$ cat src/rtl/psum_pass_ctrl_if.sv
// psum_pass_ctrl_if: BN-vector handshake, psum FIFO and ReLU routing strobes.
// master = sequencer side, slave = datapath / FIFO side.
interface psum_pass_ctrl_if;
  logic bn_v;
  logic bn_rdy;
  logic fifo_empty;
  logic fifo_rd;
  logic psum_v;
  logic fifo_wr;
  logic relu_v;

  modport master (
    input  bn_v, fifo_empty, psum_v,
    output bn_rdy, fifo_rd, fifo_wr, relu_v
  );

  modport slave (
    output bn_v, fifo_empty, psum_v,
    input  bn_rdy, fifo_rd, fifo_wr, relu_v
  );
endinterface

$ cat src/rtl/psum_pass_ctrl.sv
// psum_pass_ctrl: pass/vector sequencer for the 64-channel partial-sum
// accumulator. Meters BN vectors into the adder, pops history psums on
// non-first passes, and routes finished psums to the FIFO or to ReLU.
// Optional: define PSUM_CTRL_PERF_EN to add the stall_cycles counter port.
module psum_pass_ctrl #(
  parameter int VEC_PER_PASS = 3750,
  parameter int NUM_PASS     = 4,
  parameter int SLICE_BEATS  = 8,
  localparam int PW = (NUM_PASS > 1) ? $clog2(NUM_PASS) : 1,
  localparam int BW = (SLICE_BEATS > 1) ? $clog2(SLICE_BEATS) : 1
) (
  input  logic                 clk,
  input  logic                 rst,
  input  logic                 start,
  psum_pass_ctrl_if.master     bus,
  output logic                 first_pass,
  output logic [PW-1:0]        pass_idx,
  output logic [11:0]          vec_idx,
  output logic                 busy,
  output logic                 done,
  output logic                 err
`ifdef PSUM_CTRL_PERF_EN
  , output logic [31:0]        stall_cycles
`endif
);

  localparam logic [11:0]   VEC_LAST  = 12'(VEC_PER_PASS - 1);
  localparam logic [PW-1:0] PASS_LAST = PW'(NUM_PASS - 1);
  localparam logic [BW-1:0] BEAT_LOAD = BW'(SLICE_BEATS - 1);

  typedef enum logic [1:0] {IDLE, RUN, FLUSH, DONE} state_t;
  state_t state, state_n;

  logic [BW-1:0] beat_cnt;
  logic [11:0]   out_cnt;
  logic [PW-1:0] out_pass;
  logic          out_fin;
  logic [15:0]   outstanding;
  logic          rdy, accept, psum_ok, in_last, out_last, launch;

  // Input and output sides are tracked independently; they only meet in
  // the outstanding count and the FLUSH exit condition.
  assign launch   = (state == IDLE) && start;
  assign rdy      = (state == RUN) && (beat_cnt == '0) && (first_pass || !bus.fifo_empty);
  assign accept   = bus.bn_v && rdy;
  assign in_last  = accept && (vec_idx == VEC_LAST) && (pass_idx == PASS_LAST);
  assign psum_ok  = bus.psum_v && ((state == RUN) || (state == FLUSH));
  assign out_last = psum_ok && (out_cnt == VEC_LAST) && (out_pass == PASS_LAST);

  assign bus.bn_rdy  = rdy;
  assign bus.fifo_rd = accept && !first_pass;
  assign bus.fifo_wr = psum_ok && (out_pass != PASS_LAST);
  assign bus.relu_v  = psum_ok && (out_pass == PASS_LAST);

  // State register.
  always_ff @(posedge clk or negedge rst) begin
    if (!rst) state <= IDLE;
    else      state <= state_n;
  end

  // Next state and state-decoded status outputs.
  always_comb begin
    state_n = state;
    busy    = 1'b0;
    done    = 1'b0;
    case (state)
      IDLE:  if (start) state_n = RUN;
      RUN: begin
        busy = 1'b1;
        if (in_last) state_n = FLUSH;
      end
      FLUSH: begin
        busy = 1'b1;
        if (out_last || out_fin) state_n = DONE;
      end
      DONE: begin
        done    = 1'b1;
        state_n = IDLE;
      end
      default: state_n = IDLE;
    endcase
  end

  // Input side: slice-beat metering, vector/pass position, first-pass flag.
  always_ff @(posedge clk or negedge rst) begin
    if (!rst) begin
      beat_cnt   <= '0;
      vec_idx    <= '0;
      pass_idx   <= '0;
      first_pass <= 1'b1;
    end else if (launch) begin
      beat_cnt   <= '0;
      vec_idx    <= '0;
      pass_idx   <= '0;
      first_pass <= 1'b1;
    end else begin
      if (beat_cnt != '0) beat_cnt <= beat_cnt - BW'(1);
      if (accept) begin
        beat_cnt <= BEAT_LOAD;
        if (vec_idx == VEC_LAST) begin
          vec_idx    <= '0;
          first_pass <= 1'b0;
          // The last pass holds its index until the layer ends.
          if (pass_idx != PASS_LAST) pass_idx <= pass_idx + PW'(1);
        end else begin
          vec_idx <= vec_idx + 12'd1;
        end
      end
    end
  end

  // Output side: position of finished psums, and a flag once the last one lands.
  always_ff @(posedge clk or negedge rst) begin
    if (!rst) begin
      out_cnt  <= '0;
      out_pass <= '0;
      out_fin  <= 1'b0;
    end else if (launch) begin
      out_cnt  <= '0;
      out_pass <= '0;
      out_fin  <= 1'b0;
    end else if (psum_ok) begin
      if (out_last) out_fin <= 1'b1;
      if (out_cnt == VEC_LAST) begin
        out_cnt <= '0;
        if (out_pass != PASS_LAST) out_pass <= out_pass + PW'(1);
      end else begin
        out_cnt <= out_cnt + 12'd1;
      end
    end
  end

  // Vectors in flight through the adder.
  always_ff @(posedge clk or negedge rst) begin
    if (!rst) begin
      outstanding <= '0;
    end else if (launch) begin
      outstanding <= '0;
    end else begin
      case ({accept, psum_ok})
        2'b10:   outstanding <= outstanding + 16'd1;
        2'b01:   if (outstanding != '0) outstanding <= outstanding - 16'd1;
        default: outstanding <= outstanding;
      endcase
    end
  end

  // Sticky protocol error; a fresh violation wins over the clear on start.
  always_ff @(posedge clk or negedge rst) begin
    if (!rst)
      err <= 1'b0;
    else if (bus.psum_v && ((state == IDLE) || (outstanding == '0)))
      err <= 1'b1;
    else if (launch)
      err <= 1'b0;
  end

`ifdef PSUM_CTRL_PERF_EN
  // Cycles in RUN where upstream offered a vector but it was held off.
  always_ff @(posedge clk or negedge rst) begin
    if (!rst)
      stall_cycles <= '0;
    else if (launch)
      stall_cycles <= '0;
    else if ((state == RUN) && bus.bn_v && !rdy && (stall_cycles != '1))
      stall_cycles <= stall_cycles + 32'd1;
  end
`endif

endmodule

$ cat src/flat_wrapper.sv
// flat-port wrapper written by rule: the top's interface ports become plain ports
module psum_pass_ctrl_flat 
#(
  parameter int VEC_PER_PASS = 3750,
  parameter int NUM_PASS     = 4,
  parameter int SLICE_BEATS  = 8,
  localparam int PW = (NUM_PASS > 1) ? $clog2(NUM_PASS) : 1,
  localparam int BW = (SLICE_BEATS > 1) ? $clog2(SLICE_BEATS) : 1
)
  (clk, rst, start, first_pass, pass_idx, vec_idx, busy, done, err, bus_bn_v, bus_fifo_empty, bus_psum_v, bus_bn_rdy, bus_fifo_rd, bus_fifo_wr, bus_relu_v);
  psum_pass_ctrl_if bus_i ();
  input  logic clk;
  input  logic rst;
  input  logic start;
  output logic first_pass;
  output logic [PW-1:0] pass_idx;
  output logic [11:0] vec_idx;
  output logic busy;
  output logic done;
  output logic err;
  input wire logic [$bits(bus_i.bn_v)-1:0] bus_bn_v;
  input wire logic [$bits(bus_i.fifo_empty)-1:0] bus_fifo_empty;
  input wire logic [$bits(bus_i.psum_v)-1:0] bus_psum_v;
  output wire logic [$bits(bus_i.bn_rdy)-1:0] bus_bn_rdy;
  output wire logic [$bits(bus_i.fifo_rd)-1:0] bus_fifo_rd;
  output wire logic [$bits(bus_i.fifo_wr)-1:0] bus_fifo_wr;
  output wire logic [$bits(bus_i.relu_v)-1:0] bus_relu_v;
  assign bus_i.bn_v = bus_bn_v;
  assign bus_i.fifo_empty = bus_fifo_empty;
  assign bus_i.psum_v = bus_psum_v;
  assign bus_bn_rdy = bus_i.bn_rdy;
  assign bus_fifo_rd = bus_i.fifo_rd;
  assign bus_fifo_wr = bus_i.fifo_wr;
  assign bus_relu_v = bus_i.relu_v;
  psum_pass_ctrl #(.VEC_PER_PASS(VEC_PER_PASS), .NUM_PASS(NUM_PASS), .SLICE_BEATS(SLICE_BEATS)) u_core (.clk(clk), .rst(rst), .start(start), .bus(bus_i), .first_pass(first_pass), .pass_idx(pass_idx), .vec_idx(vec_idx), .busy(busy), .done(done), .err(err));
endmodule
$ cat config.mk
export PLATFORM = sky130hd
export DESIGN_NAME = psum_pass_ctrl_flat
export DESIGN_NICKNAME = d
export VERILOG_FILES = /design/src/rtl/psum_pass_ctrl_if.sv /design/src/rtl/psum_pass_ctrl.sv /design/src/flat_wrapper.sv
export SDC_FILE = /design/constraint.sdc
export NUM_CORES = 1
export LEC_CHECK = 0
export CAP_MARGIN = 20
export CORE_MARGIN = 2
export CORE_UTILIZATION = 61
export CTS_BUF_LIST = sky130_fd_sc_hd__clkbuf_2 sky130_fd_sc_hd__clkbuf_4 sky130_fd_sc_hd__clkbuf_8
export DETAILED_ROUTE_END_ITERATION = 8
export PLACE_DENSITY = 0.83
export REMOVE_ABC_BUFFERS = 1
export SYNTH_ARGS = -nofsm -noshare
export SYNTH_HDL_FRONTEND = slang
export SYNTH_SLANG_ARGS = --single-unit
$ cat constraint.sdc
create_clock -name clk -period 5.1 [get_ports clk]
set_input_delay 1.02 -clock clk [delete_from_list [all_inputs] [get_ports clk]]
set_output_delay 1.02 -clock clk [all_outputs]
set_load 0.02 [all_outputs]
==> flow_summary.json, run 1 <==
{
  "outcome": "complete, no violations",
  "synthFlopType": "dfrtp_1",
  "slew_headroom": 0.4742,
  "n_fill_cell": 468,
  "vias": 3235,
  "drive_above_1_share": 0.04805,
  "grt_overflow": 0,
  "crit_fanout": 27,
  "setup_violations": 0,
  "ys_seq_area_frac": 0.3579,
  "cts_root_buf": "clkbuf_8",
  "critical_path_class": "in -> reg",
  "fin_skew_ns": 0.01943,
  "async_flop_share": 1.000,
  "synth-edff-count": 0,
  "setup_tns_ns": 0,
  "antenna_cells": 0,
  "switchingPower_w": 0.0007519,
  "critPathLaunchType": "input pin",
  "core.rowCount": 28,
  "grt_pass1_vias": 3103,
  "max-cap-violations": 0,
  "ant_nets": 0,
  "fin_ws_ns": 1.289,
  "dp_hpwl_mm": 5.995,
  "slowest_stage": "clkdlybuf4s50_1",
  "cpPeakStageDelay_ns": 0.47,
  "cts_tree": "yes",
  "grt_max_degree": 53,
  "cp.arrival_ns": 4.06,
  "crit_required_ns": 5.35,
  "syn_inst": 422,
  "initial_core_util": 0.6221,
  "rsz0062_at_grt": "false",
  "htreeDepth": 2,
  "netlist_area_sq_um": 3640,
  "power_density_nw_per_um2": 426.3,
  "p_clk_frac": 0.143,
  "p_seq_frac": 0.431,
  "leakage_nw": 1.727,
  "grt_pass1_wl_mm": 14.32,
  "viasPerCell": 6.318,
  "pre_cts_slack_ns": 0.9292,
  "ys_top_cells_by_area": "dfrtp_1 (35%), ha_1 (6.2%), nor2_1 (4.2%)",
  "wirelength_mm": 8.453,
  "wl_per_cell_um": 16.51,
  "nets": 460,
  "grt.total_usage": 0.2774,
  "yosysTopAreaCellShare": 0.3506,
  "tightest_slew_ns": 0.7887,
  "fin_crit_sh": 0.7472,
  "die_y_um": 81.25,
  "die_w_um": 81.25,
  "finalPower_w": 0.001707,
  "clk_path_buf_depth": 2,
  "cts_num_sinks": 52,
  "hold_buffers": 0,
  "synth_cell_type_count": 66,
  "avgSynthCellArea_sq_um": 8.625,
  "path_cells": "clkdlybuf4s50_1, nand2b_1, nand4_1, ha_1, buf_4, buf_4, and3b_1, a21oi_1, a221oi_1, a21oi_1, mux2i_1, mux2i_1",
  "hold_path_class": "reg -> reg",
  "clkTransAtPathRegs_ns": 0.11,
  "final_common_cell": "dfrtp_1",
  "antenna_found_initial": 0,
  "syn2layout_area_growth_pct": 10.04,
  "cts_resized": 0,
  "num_io_pins": 28,
  "cts_setup_buffers": 0,
  "io_buffer_count": 27,
  "synth-seq-cells": 52,
  "combPwrFrac": 0.427,
  "mostFrequentLayoutCells": "dfrtp_1 (51), nor2_1 (41), nand2_1 (40)",
  "cp_top_family": "buffers and inverters",
  "clk_latency_ns": 0.32,
  "swShare": 0.4404,
  "synth_warnings": 0,
  "hold_viol": 0,
  "end_kind": "flop",
  "yosysTopAreaCell": "dfrtp_1",
  "slew_violations": 0,
  "core_sq_um": 5851,
  "peakVddDrop_v": 0.0002353,
  "p_int_w": 0.0009555,
  "drtPass1Iterations": 5,
  "die_area_sq_um": 6601,
  "drc_errors": 0,
  "first_iter_violations": 163,
  "max_freq_mhz": 262.4,
  "cts_buffers": 5,
  "fin_crit_ns": 3.811,
  "crit_buf_inv": 3,
  "gp_congestion": 0.9705
}
## per-stage QoR
stage               hold WS [ns]  instance area, sq um  utilization  std cells
finish                    0.5019                  4005       0.6846        512
floorplan                 0.4597                  3531            -        399
CTS                       0.5043                  4005       0.6846        512
global route              0.5316                  4005       0.6846        512
detailed placement        0.4878                  3913       0.6687        504
global placement          0.4783                  3913       0.6687        504
## cell families (layout without fill, tap and decap cells)
| logic type | count (synthesis) | in the layout | synth area share |
|---|---|---|---|
| simple gates | 174 | 174 | 0.2561 |
| compound gates | 101 | 101 | 0.1781 |
| flops | 52 | 52 | 0.3579 |
| buf+inv | 37 | 52 | 0.04434 |
| xor+xnor | 26 | 26 | 0.06256 |
| fa+ha+maj | 18 | 18 | 0.06188 |
| mux | 14 | 14 | 0.03919 |
## final cells by class
class                      count  area [sq um]  share of cell area
timing repair buffer          30         287.8             0.07185
clock buffer                   5         68.82             0.01718
clock inverter                 3         23.77            0.005936
multi-input combinational    333          2176              0.5433
tap                           75         93.84             0.02343
inverter                      14         52.55             0.01312
sequential                    52          1303              0.3252
## cell usage after synthesis (2+ instances only)
cell	count
a21o_1	2
a21oi_1	30
a22o_1	2
a31oi_1	2
a32oi_1	2
and2_1	4
and3_1	8
and3b_1	6
buf_2	5
buf_4	2
clkbuf_1	13
dfrtp_1	51
ha_1	18
inv_1	14
mux2i_1	12
nand2_1	40
nand2b_1	7
nand3_1	14
nand3b_1	3
nand4_1	8
nand4b_1	4
nand4bb_1	3
nor2_1	41
nor2b_1	3
nor3_1	6
nor3b_1	4
nor4_1	5
nor4b_1	2
o211ai_1	3
o21ai_0	30
o21ai_1	2
o21bai_1	2
o22ai_1	2
o311a_1	2
o31a_1	3
o31ai_1	4
or3_1	10
xnor2_1	10
xor2_1	16
## flip-flops by register name (all words and copies together) (netlist names)
name	flops
u_core.first_pass	1
u_core.out_cnt	12
u_core.beat_cnt	3
u_core.err	1
u_core.out_fin	1
u_core.state	2
u_core.vec_idx	12
u_core.pass_idx	2
u_core.outstanding	16
u_core.out_pass	2
## path summary, 6_finish.rpt
| path | from | cells past startpoint | to | slack, ns |
|---|---|---|---|---|
| worst max-delay path | bus_fifo_empty | 12 | u_core.outstanding[9]$_DFFE_PN0P_ | 1.29 |
| worst min-delay path | u_core.first_pass$_DFFE_PN1P_ | 2 | u_core.first_pass$_DFFE_PN1P_ | 0.50 |
| worst max register to register | u_core.beat_cnt[0]$_DFFE_PN0P_ | 13 | u_core.outstanding[7]$_DFFE_PN0P_ | 1.60 |
| worst min register to register | u_core.first_pass$_DFFE_PN1P_ | 2 | u_core.first_pass$_DFFE_PN1P_ | 0.50 |
| max in group asynchronous | rst | 2 | u_core.outstanding[0]$_DFFE_PN0P_ | 3.83 |
| min in group asynchronous | rst | 2 | u_core.outstanding[12]$_DFFE_PN0P_ | 0.80 |
## power by group through the flow
stage                     combinational (W)  clock [W]  sequential [W]
after floorplan                    0.000544          0        0.000690
after global placement             0.000690          0        0.000728
after detailed placement           0.000720          0        0.000735
after CTS                          0.000725   0.000246        0.000728
after global routing               0.000821   0.000262        0.000759
final                              0.000728   0.000243        0.000736
## worst register-to-register path, stage by stage (launching register included)
cell and delay (ns):
dfrtp_1 0.38, inv_1 0.11, ha_1 0.17, and2b_1 0.22, nand4_1 0.35, ha_1 0.32, buf_4 0.20, buf_4 0.25
nand4b_1 0.24, o211a_4 0.19, o31ai_4 0.39, xnor2_1 0.13, or3_1 0.31, a21oi_1 0.15
## routing by layer
metal  routed length (um)  track usage  vias to the layer above
li1                     -            -                     1540
met1                 3845       0.3733                     1564
met2                 4001       0.4421                      105
met3                  350      0.04000                       26
met4                  255       0.1305                        0
met5                    0            0                        -
No activity file was read; power rests on OpenSTA's default activity.
==> inputs of run 2 (changes only) <==
CORE_UTILIZATION = 55   (was 61)
PLACE_DENSITY = 0.79   (was 0.83)
clock period = 3.1 ns   (was 5.1 ns; I/O delays follow)
==> run 2 against run 1 <==
Against the previous run:
- register-to-register slack lost 1.4 ns
- core utilization down 1.9 points
- worst setup slack got worse by 1.1 ns
- flip-flop and latch count is the same
- total power is 76% higher
- sequential share of layout area fell by 1.9 points
- critical path depth increased by 1
- combinational power rose by 81%
- clock skew down 0.0084 ns
- die area increased by 10%
- first-iteration DRC count is 9.2% higher
- largest cell class unchanged
- largest power group is now combinational cells
==> flow_summary.json, run 2 (synthesized netlist as in run 1, its figures left out) <==
{
  "slew_violations": 0,
  "cts_root_buf": "clkbuf_8",
  "antenna_found_initial": 0,
  "clk_latency_ns": 0.31,
  "fin_ws_ns": 0.1588,
  "nets": 487,
  "combPwrFrac": 0.441,
  "io_buffer_count": 27,
  "wl_met2_mm": 4.277,
  "slew_headroom": 0.6152,
  "finalPower_w": 0.002999,
  "cts_buffers": 5,
  "htreeDepth": 2,
  "wl_met3_um": 344,
  "gp_congestion": 1.006,
  "largest_registers": "u_core.outstanding: 16 flops, u_core.out_cnt: 12 flops, u_core.vec_idx: 12 flops",
  "vias": 3299,
  "critPathLaunchType": "flop",
  "fin_crit_ns": 2.941,
  "crit_buf_inv": 2,
  "p_seq_frac": 0.402,
  "mostFrequentLayoutCells": "dfrtp_1 (51), nor2_1 (41), nand2_1 (40)",
  "core.rowCount": 29,
  "num_io_pins": 28,
  "p_clk_frac": 0.156,
  "critical_path_class": "reg -> reg",
  "core_sq_um": 6386,
  "hold_path_class": "in -> async",
  "power_density_nw_per_um2": 705.4,
  "highest_layer": "met4",
  "clk_path_buf_depth": 2,
  "setup_violations": 0,
  "crit_required_ns": 3.35,
  "leakage_nw": 1.871,
  "max_freq_mhz": 340.0,
  "drtPass1Iterations": 5,
  "ant_nets": 0,
  "met1_length_mm": 3.835,
  "grt.total_usage": 0.2474,
  "fin_util": 0.6658,
  "drc_errors": 0,
  "syn2layout_area_growth_pct": 16.81,
  "hold_viol": 0,
  "swShare": 0.4071,
  "outcome": "complete, no violations",
  "switchingPower_w": 0.001221,
  "viasPerCell": 6.098,
  "slowest_stage": "a2111oi_1",
  "final_common_cell": "dfrtp_1",
  "largest_reg_flops": 16,
  "fin_crit_sh": 0.9488,
  "max-cap-violations": 0,
  "peakVddDrop_v": 0.0005281,
  "cp_top_family": "compound AO/OA/AOI/OAI gates",
  "dp_hpwl_mm": 6.491,
  "drive_above_1_share": 0.1142,
  "wl_per_cell_um": 15.83,
  "pre_cts_slack_ns": -0.1642,
  "end_kind": "flop",
  "die_area_sq_um": 7285,
  "cpPeakStageDelay_ns": 0.44,
  "grt_pass1_vias": 3230,
  "antenna_cells": 0,
  "crit_fanout": 5,
  "grt_max_degree": 37,
  "die_w_um": 85.35,
  "fin_skew_ns": 0.01106,
  "grt_pass1_wl_mm": 14.80,
  "die_y_um": 85.35,
  "grt_overflow": 0,
  "cp.arrival_ns": 3.19,
  "path_cells": "inv_1, ha_1, and2b_1, nand4_1, ha_2, buf_4, ha_1, nand2_1, o21bai_1, a221o_1, a2111oi_1, a211oi_1, nand2_1",
  "p_int_w": 0.001778,
  "n_fill_cell": 542,
  "rsz0062_at_grt": "true",
  "wirelength_mm": 8.566,
  "clkTransAtPathRegs_ns": 0.10,
  "cts_num_sinks": 52,
  "r2r_cells": 13,
  "tightest_slew_ns": 0.5772,
  "path_depth": 13,
  "cts_tree": "yes",
  "largest-register": "u_core.outstanding",
  "initial_core_util": 0.5699,
  "first_iter_violations": 178
}
==> run 2: changes by cell type in the layout (fill, tap and decap cells not counted), moves of 2 or more <==
cell / previous run / this run
inv_1: 14 / 12
inv_2: 0 / 2
clkinvlp_4: 2 / 0
ha_1: 18 / 15
buf_4: 3 / 29
ha_2: 0 / 2
==> run 2: per-stage QoR <==
step	hold WS (ns)	std cells	setup TNS [ns]	area [sq um]
final	0.2335	541	0	4252
after global routing	0.2459	541	-0.001227	4252
after global placement	0.4653	532	-0.3657	4110
after floorplan	0.3244	399	-5.904	3531
after detailed placement	0.4832	532	-0.8411	4110
after CTS	0.2362	540	0	4222
==> run 2: what timing repair did <==
item / in CTS / in global routing
resized for setup: 0 / 7
hold buffers: 0 / 0
endpoints found under the hold margin: 0 / 0
setup endpoints to repair: 0 / 12
setup buffers: 0 / 1
==> run 2: worst paths after layout <==
kind	endpoint	slack, ns	startpoint
setup / recovery	u_core.outstanding[15]$_DFFE_PN0P_	0.16	u_core.beat_cnt[0]$_DFFE_PN0P_
hold / removal	u_core.outstanding[6]$_DFFE_PN0P_	0.23	rst
setup reg to reg	u_core.outstanding[15]$_DFFE_PN0P_	0.16	u_core.beat_cnt[0]$_DFFE_PN0P_
hold reg to reg	u_core.out_cnt[9]$_DFFE_PN0P_	0.50	u_core.out_cnt[9]$_DFFE_PN0P_
max in group asynchronous	u_core.beat_cnt[1]$_DFFE_PN0P_	2.06	rst
min in group clk	u_core.out_cnt[9]$_DFFE_PN0P_	0.50	u_core.out_cnt[9]$_DFFE_PN0P_
==> run 2: power groups by stage <==
stage / combinational, W / sequential [W] / clock, W
2_1_floorplan: 0.000894 / 0.00114 / 0
4_1_cts: 0.00132 / 0.00120 / 0.000485
5_1_grt: 0.00148 / 0.00124 / 0.000511
3_5_place_dp: 0.00132 / 0.00121 / 0
6_report: 0.00132 / 0.00121 / 0.000469
3_3_place_gp: 0.00127 / 0.00120 / 0
==> run 2: final cells by class <==
cell class	instances	area [sq um]	area share
flip-flops and latches	52	1303	0.3064
clock buffers	6	76.32	0.01795
clock inverters	2	35.03	0.008240
well taps	77	96.34	0.02266
inverters	14	52.55	0.01236
multi-input cells	333	2195	0.5162
repair buffers	57	494.2	0.1162
==> run 2: layer usage <==
metal  global-route usage  vias up
met4              0.07792        0
met5                    0        -
met1               0.3398     1604
li1                     -     1592
met2               0.4070       87
met3              0.03307       16
==> inputs of run 3 (changes only) <==
CORE_MARGIN = default   (was 2)
==> run 3 against run 2 <==
Against the previous run:
- clock power is 11% lower
- core utilization is 0.27 points higher
- worst setup slack better by 0.019 ns
- first-iteration DRC count is 14% higher
- sequential share of layout area is 0.13 points lower
- final cell count is 0.74% higher
- via count is 0.45% lower
- largest cell class unchanged
==> flow_summary.json, run 3 (synthesized netlist as in run 1, its figures left out) <==
{
  "cts_num_sinks": 52,
  "crit_required_ns": 3.35,
  "viasPerCell": 6.026,
  "antenna_cells": 0,
  "max-cap-violations": 0,
  "cts_root_buf": "clkbuf_8",
  "combPwrFrac": 0.450,
  "slowest_stage": "clkdlybuf4s50_1",
  "peakVddDrop_v": 0.0004435,
  "switchingPower_w": 0.001238,
  "grt.total_usage": 0.2591,
  "cts_tree": "yes",
  "htreeDepth": 2,
  "rrSetupSlack_ns": 0.18,
  "wirelength_mm": 8.523,
  "r2r_cells": 13,
  "crit_fanout": 9,
  "slew_headroom": 0.6310,
  "grt_max_degree": 38,
  "nets": 491,
  "final_common_cell": "dfrtp_1",
  "initial_core_util": 0.5699,
  "dp_cells": 535,
  "cts_buffers": 5,
  "setup_violations": 0,
  "fin_skew_ns": 0.006832,
  "fin_crit_ns": 2.922,
  "io_buffer_count": 27,
  "n_fill_cell": 525,
  "cp_top_family": "compound AO/OA/AOI/OAI gates",
  "wl_per_cell_um": 15.64,
  "gp_congestion": 0.9232,
  "critical_path_class": "in -> reg",
  "slew_violations": 0,
  "critPathLaunchType": "input pin",
  "largest_registers": "u_core.outstanding: 16 flops, u_core.out_cnt: 12 flops, u_core.vec_idx: 12 flops",
  "cpPeakStageDelay_ns": 0.46,
  "startpoint": "bus_fifo_empty",
  "grt_overflow": 0,
  "largest_reg_flops": 16,
  "p_clk_frac": 0.141,
  "outcome": "complete, no violations",
  "core.rowCount": 29,
  "clk_path_buf_depth": 2,
  "instances_no_fill": 545,
  "largest-register": "u_core.outstanding",
  "num_io_pins": 28,
  "end_kind": "flop",
  "core_sq_um": 6386,
  "tightest_slew_ns": 0.5535,
  "grt_pass1_vias": 3232,
  "antenna_found_initial": 0,
  "reg2reg_to": "u_core.outstanding[15]$_DFFE_PN0P_",
  "vias": 3284,
  "die_y_um": 83.35,
  "fin_crit_sh": 0.9425,
  "r2r-start": "u_core.beat_cnt[0]$_DFFE_PN0P_",
  "clkTransAtPathRegs_ns": 0.09,
  "path_depth": 12,
  "grt_pass1_wl_mm": 14.87,
  "clk_latency_ns": 0.30,
  "worstSetupEndpoint": "u_core.outstanding[15]$_DFFE_PN0P_",
  "die_w_um": 83.35,
  "first_iter_violations": 203,
  "setup_tns_ns": 0,
  "hold_viol": 0,
  "max_freq_mhz": 342.3,
  "dp_hpwl_mm": 6.234,
  "die_area_sq_um": 6947,
  "syn2layout_area_growth_pct": 17.29,
  "drive_above_1_share": 0.1218,
  "cp.arrival_ns": 3.17,
  "p_seq_frac": 0.409,
  "drc_errors": 0,
  "leakage_nw": 1.882,
  "path_cells": "clkdlybuf4s50_1, nand2b_1, nand4_1, buf_4, ha_1, inv_1, o211a_4, o31ai_4, buf_4, nand2_1, o311a_1, nand2_1",
  "drtPass1Iterations": 5,
  "power_density_nw_per_um2": 692.6,
  "crit_buf_inv": 4,
  "ant_nets": 0,
  "hold_path_class": "in -> async",
  "p_int_w": 0.001719,
  "mostFrequentLayoutCells": "dfrtp_1 (51), nor2_1 (41), nand2_1 (40)",
  "swShare": 0.4187,
  "hold_buffers": 0
}
-- run 3: cell types whose count changed in the layout (fill, tap and decap cells not counted), sizes merged --
| cell | change |
|---|---|
| clkinvlp | +1 |
| clkinv | -1 |
| bufinv | -1 |
| clkbuf | +1 |
| buf | +4 |
-- run 3: area by class of cell --
type	instances	area (sq um)	share of cell area
clock buffer	7	90.09	0.02110
clock inverter	1	7.507	0.001759
inverter	14	52.55	0.01231
multi-input combinational	333	2200	0.5152
sequential	52	1303	0.3051
tap	77	96.34	0.02257
timing repair buffer	61	520.5	0.1219
-- run 3: power groups by stage --
stage | Combinational (W) | Clock, W | Sequential [W]
after floorplan | 0.000894 | 0 | 0.00114
after global placement | 0.00125 | 0 | 0.00120
after detailed placement | 0.00129 | 0 | 0.00121
after CTS | 0.00130 | 0.000428 | 0.00120
after global routing | 0.00148 | 0.000454 | 0.00125
final | 0.00133 | 0.000416 | 0.00121
-- run 3: metrics by stage --
stage	area [sq um]	total power, W	util	worst slack (ns)	hold WS, ns
floorplan	3531	0.002030	-	-0.5545	0.3244
global placement	4133	0.002447	0.6471	-0.1154	0.4696
detailed placement	4133	0.002498	0.6471	-0.1169	0.4797
CTS	4230	0.002927	0.6624	0.1028	0.2300
global route	4269	0.003186	0.6685	-0.03327	0.2404
finish	4269	0.002957	0.6685	0.1782	0.2294
-- run 3: timing repair --
action | CTS | global route
endpoints found under the setup margin | 0 | 10
buffers inserted | 0 | 2
gates resized for setup | 0 | 6
hold endpoints to repair | 0 | 0
-- run 3: how the worst min path moves through the flow --
stage | startpoint | endpoint | slack [ns]
2_1_floorplan | rst | u_core.beat_cnt[0]$_DFFE_PN0P_ | 0.32
3_3_place_gp | u_core.first_pass$_DFFE_PN1P_ | u_core.first_pass$_DFFE_PN1P_ | 0.47
3_5_place_dp | u_core.first_pass$_DFFE_PN1P_ | u_core.first_pass$_DFFE_PN1P_ | 0.48
4_1_cts | rst | u_core.vec_idx[0]$_DFFE_PN0P_ | 0.23
5_1_grt | rst | u_core.vec_idx[9]$_DFFE_PN0P_ | 0.24
6_report | rst | u_core.outstanding[6]$_DFFE_PN0P_ | 0.23
-- run 3: layer usage --
metal | up-vias | track usage | wire (um)
li1 | 1607 | - | -
met1 | 1568 | 0.3402 | 3807
met2 | 102 | 0.4434 | 4209
met3 | 7 | 0.03877 | 442
met4 | 0 | 0.07524 | 63
met5 | - | 0 | 0
